===== src/rtl/dmem_pkg.sv =====
// dmem_pkg: shared types and constants for the DataMemory arbiter.
//   arb_state_t    arbiter FSM states (IDLE, LOCK0, LOCK1)
//   dmem_req_t     one requester's access bundle {we, addr, wdata, lock}
//   addr_in_range  true when a word address falls inside DataMemory
package dmem_pkg;

  localparam int DMEM_DEPTH  = 32;
  localparam int DMEM_DATA_W = 32;

  typedef enum logic [1:0] {
    IDLE  = 2'd0,
    LOCK0 = 2'd1,
    LOCK1 = 2'd2
  } arb_state_t;

  typedef struct packed {
    logic                   we;
    logic [DMEM_DATA_W-1:0] addr;
    logic [DMEM_DATA_W-1:0] wdata;
    logic                   lock;
  } dmem_req_t;

  function automatic logic addr_in_range(input logic [DMEM_DATA_W-1:0] addr,
                                         input logic [DMEM_DATA_W-1:0] depth);
    return (addr < depth);
  endfunction

endpackage


===== src/rtl/dmem_arbiter_rr_pick2.sv =====
// rr_pick2: two-way round-robin picker.
//   i_req[1:0]  request vector (bit N = port N)
//   i_last      port granted most recently; on a tie the other port wins
//   o_gnt[1:0]  one-hot grant, zero when nothing requests
module rr_pick2 (
  input  logic [1:0] i_req,
  input  logic       i_last,
  output logic [1:0] o_gnt
);

  // Pick the single requester, or on a tie the port that did not go last
  always_comb begin
    o_gnt = 2'b00;
    case (i_req)
      2'b01:   o_gnt = 2'b01;
      2'b10:   o_gnt = 2'b10;
      2'b11:   o_gnt = i_last ? 2'b01 : 2'b10;
      default: o_gnt = 2'b00;
    endcase
  end

endmodule


===== src/rtl/dmem_arbiter.sv =====
// dmem_arbiter: shares the single-port DataMemory between the core (port 0)
// and the loader/debug DMA (port 1), one access per cycle, round-robin with
// an optional burst lock.
//   clk, reset                        clock, synchronous active-high reset
//   mN_req/we/addr/wdata/lock (in)    requester N access; held until mN_gnt
//   mN_gnt (out)                      access accepted this cycle (combinational)
//   mN_rvalid/rdata/err (out)         response one cycle after the grant
//   mem_we/addr/wdata (out)           DataMemory write enable, address, data
//   mem_rdata (in)                    DataMemory combinational read data
module dmem_arbiter
  import dmem_pkg::*;
#(
  parameter int DATA_W = DMEM_DATA_W,
  parameter int DEPTH  = DMEM_DEPTH
) (
  input  logic              clk,
  input  logic              reset,
  input  logic              m0_req,
  input  logic              m0_we,
  input  logic [DATA_W-1:0] m0_addr,
  input  logic [DATA_W-1:0] m0_wdata,
  input  logic              m0_lock,
  output logic              m0_gnt,
  output logic              m0_rvalid,
  output logic [DATA_W-1:0] m0_rdata,
  output logic              m0_err,
  input  logic              m1_req,
  input  logic              m1_we,
  input  logic [DATA_W-1:0] m1_addr,
  input  logic [DATA_W-1:0] m1_wdata,
  input  logic              m1_lock,
  output logic              m1_gnt,
  output logic              m1_rvalid,
  output logic [DATA_W-1:0] m1_rdata,
  output logic              m1_err,
  output logic              mem_we,
  output logic [DATA_W-1:0] mem_addr,
  output logic [DATA_W-1:0] mem_wdata,
  input  logic [DATA_W-1:0] mem_rdata
);

  arb_state_t        r_state;
  arb_state_t        w_state_nxt;
  logic              r_last;
  logic              w_last_nxt;
  logic [1:0]        w_pick;
  logic [1:0]        w_gnt;
  logic              w_any_gnt;
  logic              w_sel_ok;
  logic [DATA_W-1:0] w_rd_data;
  dmem_req_t         w_req0;
  dmem_req_t         w_req1;
  dmem_req_t         w_sel;
  logic [1:0]        r_rvalid;
  logic [1:0]        r_err;
  logic [DATA_W-1:0] r_rdata0;
  logic [DATA_W-1:0] r_rdata1;

  assign w_req0 = '{we: m0_we, addr: m0_addr, wdata: m0_wdata, lock: m0_lock};
  assign w_req1 = '{we: m1_we, addr: m1_addr, wdata: m1_wdata, lock: m1_lock};

  rr_pick2 u_pick (
    .i_req  ({m1_req, m0_req}),
    .i_last (r_last),
    .o_gnt  (w_pick)
  );

  // Grant selection and next state; a locked port is never preempted
  always_comb begin
    w_gnt       = 2'b00;
    w_state_nxt = IDLE;
    w_last_nxt  = r_last;
    case (r_state)
      IDLE:    w_gnt = w_pick;
      LOCK0:   w_gnt = {1'b0, m0_req};
      LOCK1:   w_gnt = {m1_req, 1'b0};
      default: w_gnt = 2'b00;
    endcase
    if (reset) begin
      w_gnt = 2'b00;
    end else begin
      w_gnt = w_gnt;
    end
    // Owner dropping req (or no grant at all) falls back to IDLE
    if (w_gnt[0]) begin
      w_state_nxt = m0_lock ? LOCK0 : IDLE;
      w_last_nxt  = 1'b0;
    end else if (w_gnt[1]) begin
      w_state_nxt = m1_lock ? LOCK1 : IDLE;
      w_last_nxt  = 1'b1;
    end else begin
      w_state_nxt = IDLE;
      w_last_nxt  = r_last;
    end
  end

  // Route the granted port onto the memory bus; out-of-range writes are dropped
  always_comb begin
    w_any_gnt = |w_gnt;
    w_sel     = w_gnt[1] ? w_req1 : w_req0;
    w_sel_ok  = addr_in_range(w_sel.addr, DMEM_DATA_W'(DEPTH));
    mem_addr  = '0;
    mem_wdata = '0;
    if (w_any_gnt) begin
      mem_addr  = w_sel.addr;
      mem_wdata = w_sel.wdata;
    end else begin
      mem_addr  = '0;
      mem_wdata = '0;
    end
    mem_we    = w_any_gnt & w_sel.we & w_sel_ok;
    w_rd_data = (w_any_gnt & ~w_sel.we & w_sel_ok) ? mem_rdata : '0;
  end

  // FSM state, round-robin history and per-port response registers
  always_ff @(posedge clk) begin
    if (reset) begin
      r_state  <= IDLE;
      r_last   <= 1'b1;
      r_rvalid <= 2'b00;
      r_err    <= 2'b00;
      r_rdata0 <= '0;
      r_rdata1 <= '0;
    end else begin
      r_state  <= w_state_nxt;
      r_last   <= w_last_nxt;
      r_rvalid <= w_gnt;
      r_err    <= w_gnt & {2{~w_sel_ok}};
      r_rdata0 <= w_gnt[0] ? w_rd_data : '0;
      r_rdata1 <= w_gnt[1] ? w_rd_data : '0;
    end
  end

  assign m0_gnt = w_gnt[0];
  assign m1_gnt = w_gnt[1];

  // Responses are masked while reset is high so an in-flight one is squashed
  assign m0_rvalid = r_rvalid[0] & ~reset;
  assign m1_rvalid = r_rvalid[1] & ~reset;
  assign m0_err    = r_err[0] & ~reset;
  assign m1_err    = r_err[1] & ~reset;
  assign m0_rdata  = reset ? '0 : r_rdata0;
  assign m1_rdata  = reset ? '0 : r_rdata1;

endmodule


===== config.mk =====
export PLATFORM = sky130hd
export DESIGN_NAME = dmem_arbiter
export DESIGN_NICKNAME = d
export VERILOG_FILES = /design/src/rtl/dmem_pkg.sv /design/src/rtl/dmem_arbiter_rr_pick2.sv /design/src/rtl/dmem_arbiter.sv
export SDC_FILE = /design/constraint.sdc
export NUM_CORES = 1
export LEC_CHECK = 0
export CORE_AREA = 2 2 117 119
export CTS_CLUSTER_DIAMETER = 120
export DETAILED_ROUTE_END_ITERATION = 7
export DIE_AREA = 0 0 119 121
export HOLD_SLACK_MARGIN = 0.1
export PLACE_DENSITY = 0.68
export SYNTH_ARGS = -nofsm -noshare
export SYNTH_HDL_FRONTEND = slang
export SYNTH_SLANG_ARGS = --single-unit

===== constraint.sdc =====
create_clock -name clk -period 4.4 [get_ports clk]
set_input_delay 0.44 -clock clk [delete_from_list [all_inputs] [get_ports clk]]
set_output_delay 0.44 -clock clk [all_outputs]
set_load 0.005 [all_outputs]

Yosys cells after proc, flatten, opt, wreduce, memory -nomap -nowiden
Cells that the tools add are included.
Word-level totals
  register bits after elaboration: 71
  word-level logic and storage cells: 47
Cells by class
  $lt $le $gt $ge: 1
  equal/unequal tests: 5
  muxes and demuxes: 16
  bitwise gates (word level): 14
  reduce and logical (&&, ||, !) cells: 5
Operators with widths (number)
  $mux 32: 5
  $mux 66: 1
  $lt 32x6->1 const B: 1
  $pmux 2 s3: 2
  $mux 2: 5
  $and 1x1->1: 8
  $eq 2x2->1 const B: 3
  $reduce_or 2->1: 3
  $not 1->1: 5
  $eq 2x1->1 const B: 2
  $mux 1: 3
  $and 2x2->2: 1
  $logic_not 2->1: 1
  $reduce_bool 2->1: 1

Logic depth before layout (Yosys ltp)
Gate-level depths: netlist of run 1.
  depth after elaboration: 9
  mapped depth: 8
  gate-level depth less buffers: 6

Cells and area by module
Synthesis of run 1 repeated with hierarchy kept, for this count alone.
Unflattened totals
  cells, all modules: 347
  area, all modules: 3394.5 um2
By module, submodules not included
  dmem_arbiter: instances 1, cells an instance 344, area each 3375.7 um2, seq. area each 1421.4 um2
  rr_pick2: instances 1, cells an instance 3, area each 18.8 um2, seq. area each 0.0 um2

Least setup slack after synthesis of run 1
Ideal clock, no wire load.
  path type: input to output
  start: input port reset
  end: output port mem_addr[10]
  arrival time: 1.793 ns
  slack: 2.167 ns
  cell stages on the path: 8
  path buffers: 4
  cells stage by stage: buf_6 or3_1 buf_2 clkinv_4 buf_2 buf_1 nand2_1 a21oi_1
On the way
  longest elaborated chain between the ends: 3
  elaborated cells between the ends (all ways): 4
  classes of those cells: mux: 3; reduce/logical: 1
Ends and longest elaborated chain
  start: declaration: RTL line dmem_arbiter.sv:17  | input logic reset,
  $mux 2 (*): RTL line dmem_arbiter.sv:79  | if (reset) begin
  $mux 66 / $reduce_or 2->1 (equally long branches): RTL line dmem_arbiter.sv:100, dmem_arbiter.sv:99
  $mux 32 (*): RTL line dmem_arbiter.sv:104  | if (w_any_gnt) begin
  end: declaration: RTL line dmem_arbiter.sv:37  | output logic [DATA_W-1:0] mem_addr,
Mark *: on every way between the ends. The rest lies on a longest branch, timed or not.

Final worst setup path of run 1
  start: input port m1_req
  end: output port mem_we
On the way
  longest elaborated chain between the ends: 7
  elaborated cells between the ends (all ways): 11
  classes of those cells: order compare: 1; eq/ne: 3; mux: 4; bitwise: 2; reduce/logical: 1
Ends and longest elaborated chain
  start: declaration: RTL line dmem_arbiter.sv:27  | input logic m1_req,
  $eq 2x2->1 / $eq 2x1->1 (equally long branches): RTL line dmem_arbiter_rr_pick2.sv:14  | case (i_req)
  $pmux 2 s3: RTL line dmem_arbiter_rr_pick2.sv:14
  $pmux 2 s3 (*): RTL line dmem_arbiter.sv:73  | case (r_state)
  $mux 2 (*): RTL line dmem_arbiter.sv:79
  $mux 66 / $reduce_or 2->1 (equally long branches): RTL line dmem_arbiter.sv:100, dmem_arbiter.sv:99
  $lt 32x6->1 / $and 1x1->1 (equally long branches): RTL line dmem_pkg.sv:25, dmem_arbiter.sv:111
  $and 1x1->1 (*): RTL line dmem_arbiter.sv:111  | mem_we = w_any_gnt & w_sel.we & w_sel_ok;
  end: declaration: RTL line dmem_arbiter.sv:36  | output logic mem_we,
Marks and branches as above.

==> impl_results.md, run 1 <==
* Status: finished clean
* Met3 Use GR at 5.26%
* Sink Count at 71
* Final HPWL DP at 11600 um
* FILL cells at 1178
* Die Height at 121 um
* Initial antenna violation count at 0
* Post-CTS Setup Bufs at 0
* Cell count after synthesis at 484
* RSZ-0062 raised after global routing: no
* CP Class: in -> out
* Nets at 929
* Setup TNS Final at 0 ps
* Slowest cell on crit path: clkdlybuf4s50_1
* Pins Over Slew Limit at 0
* Setup ws final at 929 ps
* Layout area overhead at 94.8%
* Tcrit/Tclk final at 78.9%
* Synth Cell Area at 3560 um2
* Post-CTS Hold Fix Bufs at 0
* Area taken by multi-input logic gates at 1940 um2
* Hold slack final at 544 ps
* Aggregate routed wire length at 14900 um
* Top Usage Layer GRT: met2
* Buffers on Ports at 302
* Mapped Nets at 652
* TritonRoute pass-1 iters at 5
* Vias per cell at 4.65
* N_diodes at 0
* Clk slew on worst S/H paths at 50 ps
* Maxcap violations at 0
* Met2 usage at 35.0%
* Final instance area at 6940 um2
* Sequential cell area at 1420 um2
* Core ar. at 13100 um2
* Post_cts resized at 0
* Row count at 42
* DP Area at 6660 um2
* Worst skew pair latency at 330 ps
* Top delay family on crit path: buffers and inverters
* Total gr overflow at 0
* Critical Path Start Type: input pin
* Minimum clock period at 3470 ps
* Pre-CTS setup slack at 891 ps
* Vias in the first global route at 4237
* CP peak stage delay at 510 ps
* Full die area at 14400 um2
* F_max at 0.288 GHz
* CP Buf/Inv Count at 4
* CP Capture Type: output port
* Worst Tran Pin Value at 679 ps
* ANT nets after route at 0
* PwrDens at 241 nW/um2
* Ordered list of cells on the worst path: clkdlybuf4s50_1 > nand2b_4 > or3_2 > clkinv_4 > buf_4 > nor3_1 > o211ai_1 > nor3_1 > clkdlybuf4s50_1
* Starting Density at 27.2%
* H-tree lvl count at 3
* Root Driver: clkbuf_16
* CTS Buffer Depth at 2
* Hold crit path type: reg -> reg
* GRT Overall Usage at 19.7%
* Fin. Hold Viols at 0
* Main synth FF type: dfxtp_1
* Routed vias at 4383
* Routed len/inst at 15.8 um
* CP max FO at 37
* Asr flop ratio synth at 0%
* CTS tree: built
* Critical Path RT at 3960 ps
* Post-synth EDFFs at 0
* Yosys warning count at 0
* Synth Register Bits at 71
* Leak Pwr at 2.88 nW
* CTS Buf Count at 9
* Die width at 119 um
* Met1 Track Usage GR at 22.8%
* Final Wtd Congestion at 0.862
* Max VDD drop at 0.000140 V
* Post-synthesis sequential area ratio at 39.9%
* Final setup fails at 0
* CP arrival at 3030 ps
* Number of remaining DRC errors at 0
* Share of cells above drive strength 1 at 3.92%
* Max-Slew Margin vs Limit at 54.7%
* Syn Area/Cell at 7.36 um2
* Largest net degree at the start of global routing at 73
* Iteration-0 DRC Markers at 251
* Top Ports at 303
* Distinct cells, synth at 29
* Clk_skew at 5.37 ps
* Core Util, Final at 53.1%
* First-pass GRT wire length at 22200 um
==> power breakdown <==
part           internal (mW)  switching, mW  leakage [nW]  total (mW)
clock network          0.410          0.250         0.136       0.660
logic                  0.230          0.136          2.17       0.366
registers              0.647        0.00133         0.573       0.648
==> state kept, by name, summed over array words and instances (netlist names) <==
name      cells
r_rdata0     32
r_rdata1     32
r_err         2
r_rvalid      2
r_state       2
r_last        1
==> through the flow <==
| step | instances | power [mW] |
|---|---|---|
| finish | 942 | 1.67 |
| global route | 942 | 1.74 |
| CTS | 942 | 1.69 |
| detailed placement | 926 | 1.03 |
| global placement | 926 | 1.03 |
| floorplan | 484 | 0.764 |
==> tightest hold or removal path, delay by kind of cell (launching register included) <==
family	cells	cell delay (ps)
flip-flops	1	350
AO/OA/AOI/OAI	1	100
AND/OR/NAND/NOR	1	60
==> cell type report <==
type                       instances  share of cell area, %
clock inverter                     3                  0.252
clock buffer                      13                   3.75
multi-input combinational        368                   27.9
inverter                           2                  0.180
sequential                        71                   20.5
timing repair buffer             309                   44.2
tap                              176                   3.17
==> layout by cell type (no fill, tap or decap), drive strengths merged, types with 2 or more instances in the layout <==
| cell | instances |
|---|---|
| nor2b | 69 |
| clkdlybuf4s50 | 301 |
| clkbuf | 13 |
| nor3 | 5 |
| dfxtp | 71 |
| a21oi | 64 |
| or4 | 3 |
| and3 | 64 |
| buf | 8 |
| nand2b | 2 |
| nand2 | 132 |
| clkinv | 3 |
| and2 | 3 |
| nor2 | 4 |
| mux2i | 2 |
| nor4 | 10 |
==> cells by family after synthesis <==
kind of cell	Yosys count	synth area share [%]
compound gates	69	10.1
simple gates	296	43.0
buf+inv	45	6.11
mux	3	0.878
flops	71	39.9
==> cells in the mapped netlist, drive strengths merged (2+ instances only) <==
library cell	number	area, um2
buf	18	111
or4	3	22.5
nor2b	69	432
nor2	4	15.0
and3	64	400
nor3	5	25.0
a21oi	64	320
dfxtp	71	1420
nand2b	2	20.0
nor4	10	62.6
and2	3	18.8
nand2	132	495
clkbuf	25	93.8
mux2i	2	20.0
==> path summary, 6_finish.rpt <==
kind                                 start           end  slack (ps)  depth (start not counted)
worst max-delay path                m1_req        mem_we         930                          9
worst min-delay path                r_last        r_last         540                          2
worst max register to register  r_state[1]  r_rdata0[25]        1920                          6
worst min register to register      r_last        r_last         540                          2
==> routing by layer <==
| layer | wire length [um] | vias to the layer above |
|---|---|---|
| li1 | - | 2148 |
| met1 | 5960 | 1982 |
| met2 | 7450 | 230 |
| met3 | 1160 | 23 |
| met4 | 312 | 0 |
| met5 | 0 | - |
Note: power is estimated with default switching activity, not from simulation.
==> inputs of run 2 (changes only) <==
--- a/config.mk
+++ b/config.mk
@@ -5,12 +5,12 @@
 export SDC_FILE = /design/constraint.sdc
 export NUM_CORES = 1
 export LEC_CHECK = 0
-export CORE_AREA = 2 2 117 119
+export CORE_AREA = 2 2 119 121
 export CTS_CLUSTER_DIAMETER = 120
 export DETAILED_ROUTE_END_ITERATION = 7
-export DIE_AREA = 0 0 119 121
+export DIE_AREA = 0 0 121 123
 export HOLD_SLACK_MARGIN = 0.1
-export PLACE_DENSITY = 0.68
+export PLACE_DENSITY = 0.66
 export SYNTH_ARGS = -nofsm -noshare
 export SYNTH_HDL_FRONTEND = slang
 export SYNTH_SLANG_ARGS = --single-unit
==> constraint.sdc (replaced) <==
create_clock -name clk -period 3.2 [get_ports clk]
set_input_delay 0.32 -clock clk [delete_from_list [all_inputs] [get_ports clk]]
set_output_delay 0.32 -clock clk [all_outputs]
set_load 0.005 [all_outputs]
==> run 2 against run 1 <==
Effect of this change: combinational power increased by 40%; sequential power increased by 37%; total power increased by 43%; die area increased by 3.4%; critical endpoint is now mem_addr[7]; largest power group unchanged.
==> impl_results.md, run 2 (same netlist as run 1, synthesis figures left out) <==
* Status: finished clean (unchanged)
* Critical Path Start Type: input pin (unchanged)
* Full die area at 14900 um2 (was 14400 um2)
* Routed vias at 4394 (was 4383)
* Pins Over Slew Limit at 0 (unchanged)
* Maxcap violations at 0 (unchanged)
* RSZ-0062 raised after global routing: no (unchanged)
* CP Capture Type: output port (unchanged)
* Root Driver: clkbuf_16 (unchanged)
* Worst Tran Pin Value at 669 ps (was 679 ps)
* Die width at 121 um (was 119 um)
* Routed len/inst at 15.8 um (about the same)
* Top Ports at 303 (unchanged)
* ANT nets after route at 0 (unchanged)
* Max-Slew Margin vs Limit at 55.0% (was 54.7%)
* CTS tree: built (unchanged)
* Starting Density at 26.2% (was 27.2%)
* CTS Buf Count at 9 (unchanged)
* Pre-CTS setup slack at 26.7 ps (was 891 ps)
* Vias in the first global route at 4276 (was 4237)
* Hold crit path type: reg -> reg (unchanged)
* Worst skew pair latency at 330 ps (about the same)
* Share of cells above drive strength 1 at 5.17% (was 3.92%)
* Post-CTS Hold Fix Bufs at 0 (unchanged)
* Vias per cell at 4.61 (was 4.65)
* Initial antenna violation count at 1 (was 0)
* CP arrival at 2760 ps (was 3030 ps)
* Hold slack final at 546 ps (was 544 ps)
* Setup TNS Final at 0 ps (unchanged)
* Critical Path RT at 2880 ps (was 3960 ps)
* CP max FO at 48 (was 37)
* N_diodes at 0 (unchanged)
* Total gr overflow at 0 (unchanged)
* Row count at 43 (was 42)
* Core ar. at 13600 um2 (was 13100 um2)
* Sw power at 0.546 mW (was 0.387 mW)
* H-tree lvl count at 3 (unchanged)
* Layout area overhead at 98.1% (was 94.8%)
* Worst R2R Setup Slack at 760 ps (was 1920 ps)
* Clock power frac at 41.5% (was 39.4%)
* GRT Overall Usage at 19.2% (was 19.7%)
* TritonRoute pass-1 iters at 5 (unchanged)
* Final HPWL DP at 11900 um (was 11600 um)
* CTS Buffer Depth at 2 (unchanged)
* Clk_skew at 4.33 ps (was 5.37 ps)
* Most frequent cells in the layout: clkdlybuf4s50_1 (301), nand2_1 (132), dfxtp_1 (71), nor2b_1 (69) (unchanged)
* Seq pwr share at 37.1% (was 38.7%)
* PwrDens at 340 nW/um2 (was 241 nW/um2)
* Aggregate routed wire length at 15100 um (was 14900 um)
* Nets at 936 (was 929)
* Final Wtd Congestion at 0.909 (was 0.862)
* Sink Count at 71 (unchanged)
* Setup ws final at 119 ps (was 929 ps)
* Leak Pwr at 2.94 nW (was 2.88 nW)
* Number of remaining DRC errors at 0 (unchanged)
* Minimum clock period at 3080 ps
* Regs by FF count: r_rdata0 (32), r_rdata1 (32) (unchanged)
* F_max at 0.325 GHz
* Tcrit/Tclk final at 96.3%
* Gate power share at 21.4% (was 21.9%)
* First-pass GRT wire length at 22300 um (was 22200 um)
* Clk slew on worst S/H paths at 50 ps (about the same)
* Iteration-0 DRC Markers at 229 (was 251)
* Largest net degree at the start of global routing at 73 (unchanged)
* Final setup fails at 0 (unchanged)
* CP Class: in -> out (unchanged)
* Max VDD drop at 0.000186 V (was 0.000140 V)
* Die Height at 123 um (was 121 um)
* Fin. Hold Viols at 0 (unchanged)
* Buffers on Ports at 302 (unchanged)
* Most common cell after layout, fill and taps aside: clkdlybuf4s50_1 (unchanged)
* Internal Power at 1.85 mW (was 1.29 mW)
* Design Power at 2.40 mW (was 1.67 mW)
* Switch share at 22.8% (was 23.1%)
-- run 2: power groups by stage --
stage | sequential, mW | clock [mW] | combinational [mW]
2_1_floorplan | 0.910 | 0 | 0.141
3_3_place_gp | 0.910 | 0 | 0.511
3_5_place_dp | 0.910 | 0 | 0.514
4_1_cts | 0.891 | 1.02 | 0.518
5_1_grt | 0.891 | 1.07 | 0.552
6_report | 0.891 | 0.996 | 0.514
-- run 2: cell type report --
class                           count  area, um2
Tap cell                          180        225
Timing Repair Buffer              316       3150
Fill cell                        1316       6550
Clock inverter                      5       56.3
Multi-Input combinational cell    368       1940
Clock buffer                       11        253
Sequential cell                    71       1420
Inverter                            2       12.5
-- run 2: routing by layer --
| layer | routed length (um) | vias up | GRT usage (%) |
|---|---|---|---|
| li1 | - | 2165 | - |
| met1 | 5570 | 1972 | 21.0 |
| met2 | 7590 | 228 | 34.4 |
| met3 | 1460 | 27 | 6.37 |
| met4 | 415 | 2 | 7.05 |
| met5 | 16 | - | 0 |
-- run 2: through the flow --
stage / instance area [um2] / cells / util [%]
2_1_floorplan: 3560 / 484 / -
3_3_place_gp: 6750 / 937 / 49.6
3_5_place_dp: 6750 / 937 / 49.6
4_1_cts: 7060 / 953 / 51.8
5_1_grt: 7060 / 953 / 51.9
6_report: 7060 / 953 / 51.9
-- run 2: what timing repair did --
action	in CTS	in global routing
gates resized for setup	0	1
buffers inserted	0	0
setup endpoints to repair	0	1
-- run 2: path summary, 6_finish.rpt --
path                from            to  cells after the start
setup / recovery  m1_req   mem_addr[7]                      9
hold / removal    r_last        r_last                      2
setup reg to reg  r_last  r_rdata0[26]                      9
hold reg to reg   r_last        r_last                      2
-- run 2: worst max-delay path: stages --
cell and delay, ps:
clkdlybuf4s50_1 500, nand2b_4 70, or3_2 590, clkinv_4 100, buf_12 220, buf_12 190, nand2_1 60, a21oi_1 110
clkdlybuf4s50_1 610
==> RTL change 1 (flow settings as in run 2) <==
Change the package constant `DMEM_DATA_W` from 32 to 24.
--- a/src/rtl/dmem_pkg.sv
+++ b/src/rtl/dmem_pkg.sv
@@ -5,7 +5,7 @@
 package dmem_pkg;
 
   localparam int DMEM_DEPTH  = 32;
-  localparam int DMEM_DATA_W = 32;
+  localparam int DMEM_DATA_W = 24;
 
   typedef enum logic [1:0] {
     IDLE  = 2'd0,
Interface: changed (9 resized); port bits go from 303 to 231. The function was not compared with the original's and may differ.
==> RTL change 1 against run 2 <==
Setup slack improved by 83 ps. Routed wire length decreased by 26%. Design area decreased by 18%. Sequential cell count decreased by 16. Clock skew increased by 1.1 ps. Die area unchanged. Clock power decreased by 40%. Critical path depth decreased by 1. Power decreased by 29%. Worst hold slack got worse by 100 ps. Synthesized area decreased by 13%. Global-route usage decreased by 5.0 points. Critical endpoint is now mem_wdata[10]. Highest routed layer is now met4.
==> RTL change 1: results (changes against run 2) <==
- The number of different library cells in the post-synthesis netlist was 28 (was 29).
- The clock-pin slew of the registers on the worst-case setup and hold paths is 70 ps (was 50 ps).
- The count of TritonRoute iterations in the first routing pass was 4 (was 5).
- The number of placed instances, taps included was 782 (was 937).
- The proportion of layout cells with a drive suffix above 1 is 7.72% (was 5.17%).
- The half-perimeter wire length of the detailed placement result is 8.87 mm (was 11.9 mm).
- Most common library cells after synthesis: nand2_1, dfxtp_1, nor2b_1 (unchanged).
- The share of synthesized area spent on multiplexers came to 0.769% (was 0.878%).
- The number of buffer cells added on primary ports was 230 (was 302).
- The critical path's slowest cell was or3_2 (was clkdlybuf4s50_1).
- The largest vdd supply drop is 208 µV (was 186 µV).
- The global-route total usage across every layer is 14.1% (was 19.2%).
- The layout filler cell count is 1,349 (was 1,316).
- The data arrival time of the critical path is 2680 ps (was 2760 ps).
- The static leakage is 1.97 nW (was 2.94 nW).
- The worst hold path stage count came to 3 (was 2).
- The total placed instance area is 5570 µm² (was 6750 µm²).
- Status: finished clean (unchanged).
- The clock latency of the later-clocked register in the worst-skew pair is 290 ps (was 330 ps).
- Largest cells by area after synthesis: dfxtp_1, nand2_1, nor2b_1, nor4b_2, a21oi_1 (was dfxtp_1, nand2_1, nor2b_1, and3_1, a21oi_1).
- The last weighted congestion value of the routability-driven placer came to 0.819 (was 0.909).
- The largest net degree at the start of global routing is 56 (was 73).
- The compound-cell area share of the yosys netlist is 8.98% (was 10.1%).
- The via total after detailed routing is 3,526 (was 4,394).
- The initial antenna violation count came to 0 (was 1).
- The worst-margin pin slew came to 960 ps (was 669 ps).
- The biggest cell delay along the critical path is 530 ps (was 610 ps).
- The clock skew is 5.42 ps (was 4.33 ps).
- The cell count of the worst reg-to-reg path is 6 (was 9).
- The wire length of the first global-routing pass came to 16.7 mm (was 22.3 mm).
- The mean instance size in the synthesized netlist is 7.73 µm² (was 7.36 µm²).
RTL change 1: cell types whose count changed after synthesis, moves of 15 or more:
cell and change:
and3_1 -64, nand2_1 -32, nand3b_1 +24, nor3_1 +21, nor4b_2 +20, a21oi_1 -16, dfxtp_1 -16, nor2b_1 -15
RTL change 1: worst paths after layout:
check | slack [ps] | endpoint | startpoint
max | 200 | mem_wdata[10] | m0_req
max reg2reg | 770 | r_rdata0[3] | r_last
min | 440 | r_rvalid[1] | reset
min reg2reg | 590 | r_rvalid[0] | r_state[1]
RTL change 1: tightest hold or removal path: stages:
cell   delay [ps]
buf_2          90
or3_2         210
inv_1          60
RTL change 1: logic make-up after synthesis:
family,after synthesis
buffers and inverters,43
flip-flops,55
multiplexers,2
AND/OR/NAND/NOR,247
AO/OA/AOI/OAI,53
RTL change 1: layer usage:
layer / up-vias / GRT usage [%] / routed length, µm
met5: - / 0 / 0
met4: 0 / 3.78 / 174
met3: 12 / 4.61 / 1060
met2: 158 / 26.5 / 5750
met1: 1596 / 15.2 / 4200
li1: 1760 / - / -
RTL change 1: timing repair:
action,4_1_cts,5_1_grt
hold buffers,0,0
setup endpoints to repair,1,1
gates cloned,0,0
gates resized for setup,2,1
RTL change 1: cell type report:
cell class,count,area [µm²],share of cell area (%)
repair buffers,241,2390,41.6
inverters,4,16.3,0.283
well taps,180,225,3.91
clock inverters,2,37.5,0.652
flip-flops and latches,55,1100,19.1
clock buffers,5,125,2.17
multi-input cells,302,1860,32.3
RTL change 1: through the flow:
stage	hold slack [ps]	utilization [%]
after floorplan	442	-
after global placement	564	41.0
after detailed placement	576	41.0
after CTS	466	42.2
after global routing	456	42.3
final	445	42.3
RTL change 1: power breakdown:
part	total [W]	leakage (nW)	internal, W	switching (W)
registers	0.000691	0.444	0.000689	0.00000227
logic	0.000421	1.45	0.000258	0.000163
clock network	0.000597	0.0759	0.000365	0.000233
==> RTL change 2 (settings of run 2) <==
Without the edit above. Reset style: asynchronous (`reset`), changed in one clocked block. Comments in the files are not updated.
--- a/src/rtl/dmem_arbiter.sv
+++ b/src/rtl/dmem_arbiter.sv
@@ -113,7 +113,7 @@
   end
 
   // FSM state, round-robin history and per-port response registers
-  always_ff @(posedge clk) begin
+  always_ff @(posedge clk or posedge reset) begin
     if (reset) begin
       r_state  <= IDLE;
       r_last   <= 1'b1;
Function: same outputs for any inputs over 10 cycles, from zero or initial values and one cycle with reset high; that may be too few to reach the edited logic, so the function may still have changed.
==> RTL change 2 against run 2 <==
Power is 5.1% higher. Design area is 12% higher. Via count is 12% higher. Critical path type unchanged. Setup slack better by 21 ps. Routed wire length is 26% higher. Synthesized area is 24% higher. Largest cell class unchanged. Critical path depth is 3 lower. Critical endpoint is now mem_we. Highest routed layer is now met4. Sequential cell count stayed put.
==> RTL change 2: results (changes against run 2) <==
- The global-route total usage across every layer is 24.5% (was 19.2%).
- The average wire per standard cell came to 19.1 µm (was 15.8 µm).
- The last weighted congestion value of the routability-driven placer is 0.925 (was 0.909).
- The synthesis warning total was 0 (unchanged).
- The initial antenna violation count was 3 (was 1).
- The reg-to-reg startpoint is r_state[0] (was r_last).
- The startpoint of the most critical setup path is m1_addr[29] (was m1_req).
- The startpoint of the tightest hold check path is reset (was r_last).
- The count of TritonRoute iterations in the first routing pass was 4 (was 5).
- The number of post-CTS setup repair buffers is 0 (unchanged).
- Status: finished clean (unchanged).
- The via total after detailed routing is 4,923 (was 4,394).
- The fraction of registers with async set/reset is 100% (was 0%).
- The data arrival time of the critical path is 2740 ps (was 2760 ps).
- The via count of the first global-routing pass is 4,795 (was 4,276).
- The static leakage is 3.10 nW (was 2.94 nW).
- The critical path's slowest cell is clkdlybuf4s50_1 (unchanged).
- The wire length of the first global-routing pass was 27.2 mm (was 22.3 mm).
- The total placed instance area is 7600 µm² (was 6750 µm²).
- The number of levels in the clock H-tree came to 3 (unchanged).
- The clock latency of the later-clocked register in the worst-skew pair is 330 ps (about the same).
- Most common library cells after synthesis: nand2_1, dfrtp_1, nor2b_1 (was nand2_1, dfxtp_1, nor2b_1).
- The number of different library cells in the post-synthesis netlist is 37 (was 29).
- The count of routing violations after the opening detailed-route iteration is 380 (was 229).
- The post-layout net count is 972 (was 936).
- The clock skew came to 4.61 ps (was 4.33 ps).
- The biggest cell delay along the critical path came to 590 ps (was 610 ps).
- The kind of path behind the tightest hold check is in -> reg (was reg -> reg).
- After clock tree synthesis, the clock-pin slew on the worst setup and hold paths is approximately 60 ps.
- The largest vdd supply drop is 229 µV (was 186 µV).
- The largest net degree at the start of global routing was 70 (was 73).
- Largest cells by area after synthesis: dfrtp_1, nand2_1, nor2b_1, a211oi_2, a21oi_1 (was dfxtp_1, nand2_1, nor2b_1, and3_1, a21oi_1).
- The proportion of layout cells with a drive suffix above 1 was 9.64% (was 5.17%).
- The post-CTS resize count was 0 (unchanged).
- The primary flip-flop cell chosen by synthesis mapping is dfrtp_1 (was dfxtp_1).
- The peak fanout along the critical path was 2 (was 48).
- The buffer depth of the longest clock path came to 2 (unchanged).
- The number of buffer cells added on primary ports is 302 (unchanged).
- Largest registers: r_rdata0 x32, r_rdata1 x32 (unchanged).
- The CTS buffer count is 9 (unchanged).
- The half-perimeter wire length of the detailed placement result came to 14.8 mm (was 11.9 mm).
- The cell chosen for the clock root is clkbuf_16 (unchanged).
- The number of pins exceeding their max-slew limit in the final report is 0 (unchanged).
- The post-synthesis net count is 689 (was 652).
- The worst max-slew margin expressed relative to the limit is 33.5% (was 55.0%).
- The sequential element share of the synthesized area is 40.4% (was 39.9%).
[RTL change 2: through the flow]
step	std cells	hold slack [ps]	util, %	worst slack, ps
3_3_place_gp	973	510	55.8	225
6_report	992	496	58.0	139
2_1_floorplan	521	449	-	746
4_1_cts	989	491	58.0	172
3_5_place_dp	973	512	55.8	179
5_1_grt	991	569	58.0	73.9
[RTL change 2: cell families after synthesis]
| logic type | count (synthesis) | share of synthesized area [%] |
|---|---|---|
| AND/OR/NAND/NOR | 294 | 35.7 |
| buffers and inverters | 53 | 5.82 |
| AO/OA/AOI/OAI | 103 | 18.1 |
| flip-flops | 71 | 40.4 |
[RTL change 2: worst paths after layout]
path / cells after the start / to / slack (ps)
max: 6 / mem_we / 140
min: 5 / r_last / 500
max reg2reg: 5 / r_err[0] / 920
min reg2reg: 2 / r_last / 530
max in group asynchronous: 4 / r_rdata1[20] / 1720
min in group asynchronous: 3 / r_rdata0[29] / 710
[RTL change 2: layout make-up]
cell class / instances / area (µm²)
Inverter: 4 / 15.0
Multi-Input combinational cell: 397 / 2390
Tap cell: 180 / 225
Antenna cell: 3 / 7.51
Sequential cell: 71 / 1780
Fill cell: 1252 / 5710
Timing Repair Buffer: 321 / 3190
Clock inverter: 7 / 72.6
Clock buffer: 9 / 225
[RTL change 2: critical path, delay by kind of cell]
kind,cells,cell delay [ps]
AND/OR/NAND/NOR,3,1060
buffers and inverters,2,1020
AO/OA/AOI/OAI,1,350
[RTL change 2: where the power goes]
group | total (W) | internal [W] | leakage [nW] | switching [W]
logic | 0.000617 | 0.000348 | 1.98 | 0.000269
clock network | 0.000995 | 0.000604 | 0.142 | 0.000391
registers | 0.000911 | 0.000907 | 0.985 | 0.00000407
total | 0.00252 | 0.00186 | 3.10 | 0.000664
[RTL change 2: per-layer routing]
metal / global-route usage, % / vias to the layer above / share of wire, % / routed length [µm]
li1: - / 2313 / - / -
met1: 28.7 / 2298 / 37 / 6970
met2: 40.2 / 266 / 48 / 9030
met3: 7.20 / 46 / 10 / 1890
met4: 13.5 / 0 / 5.3 / 1010
met5: 0 / - / 0 / 0
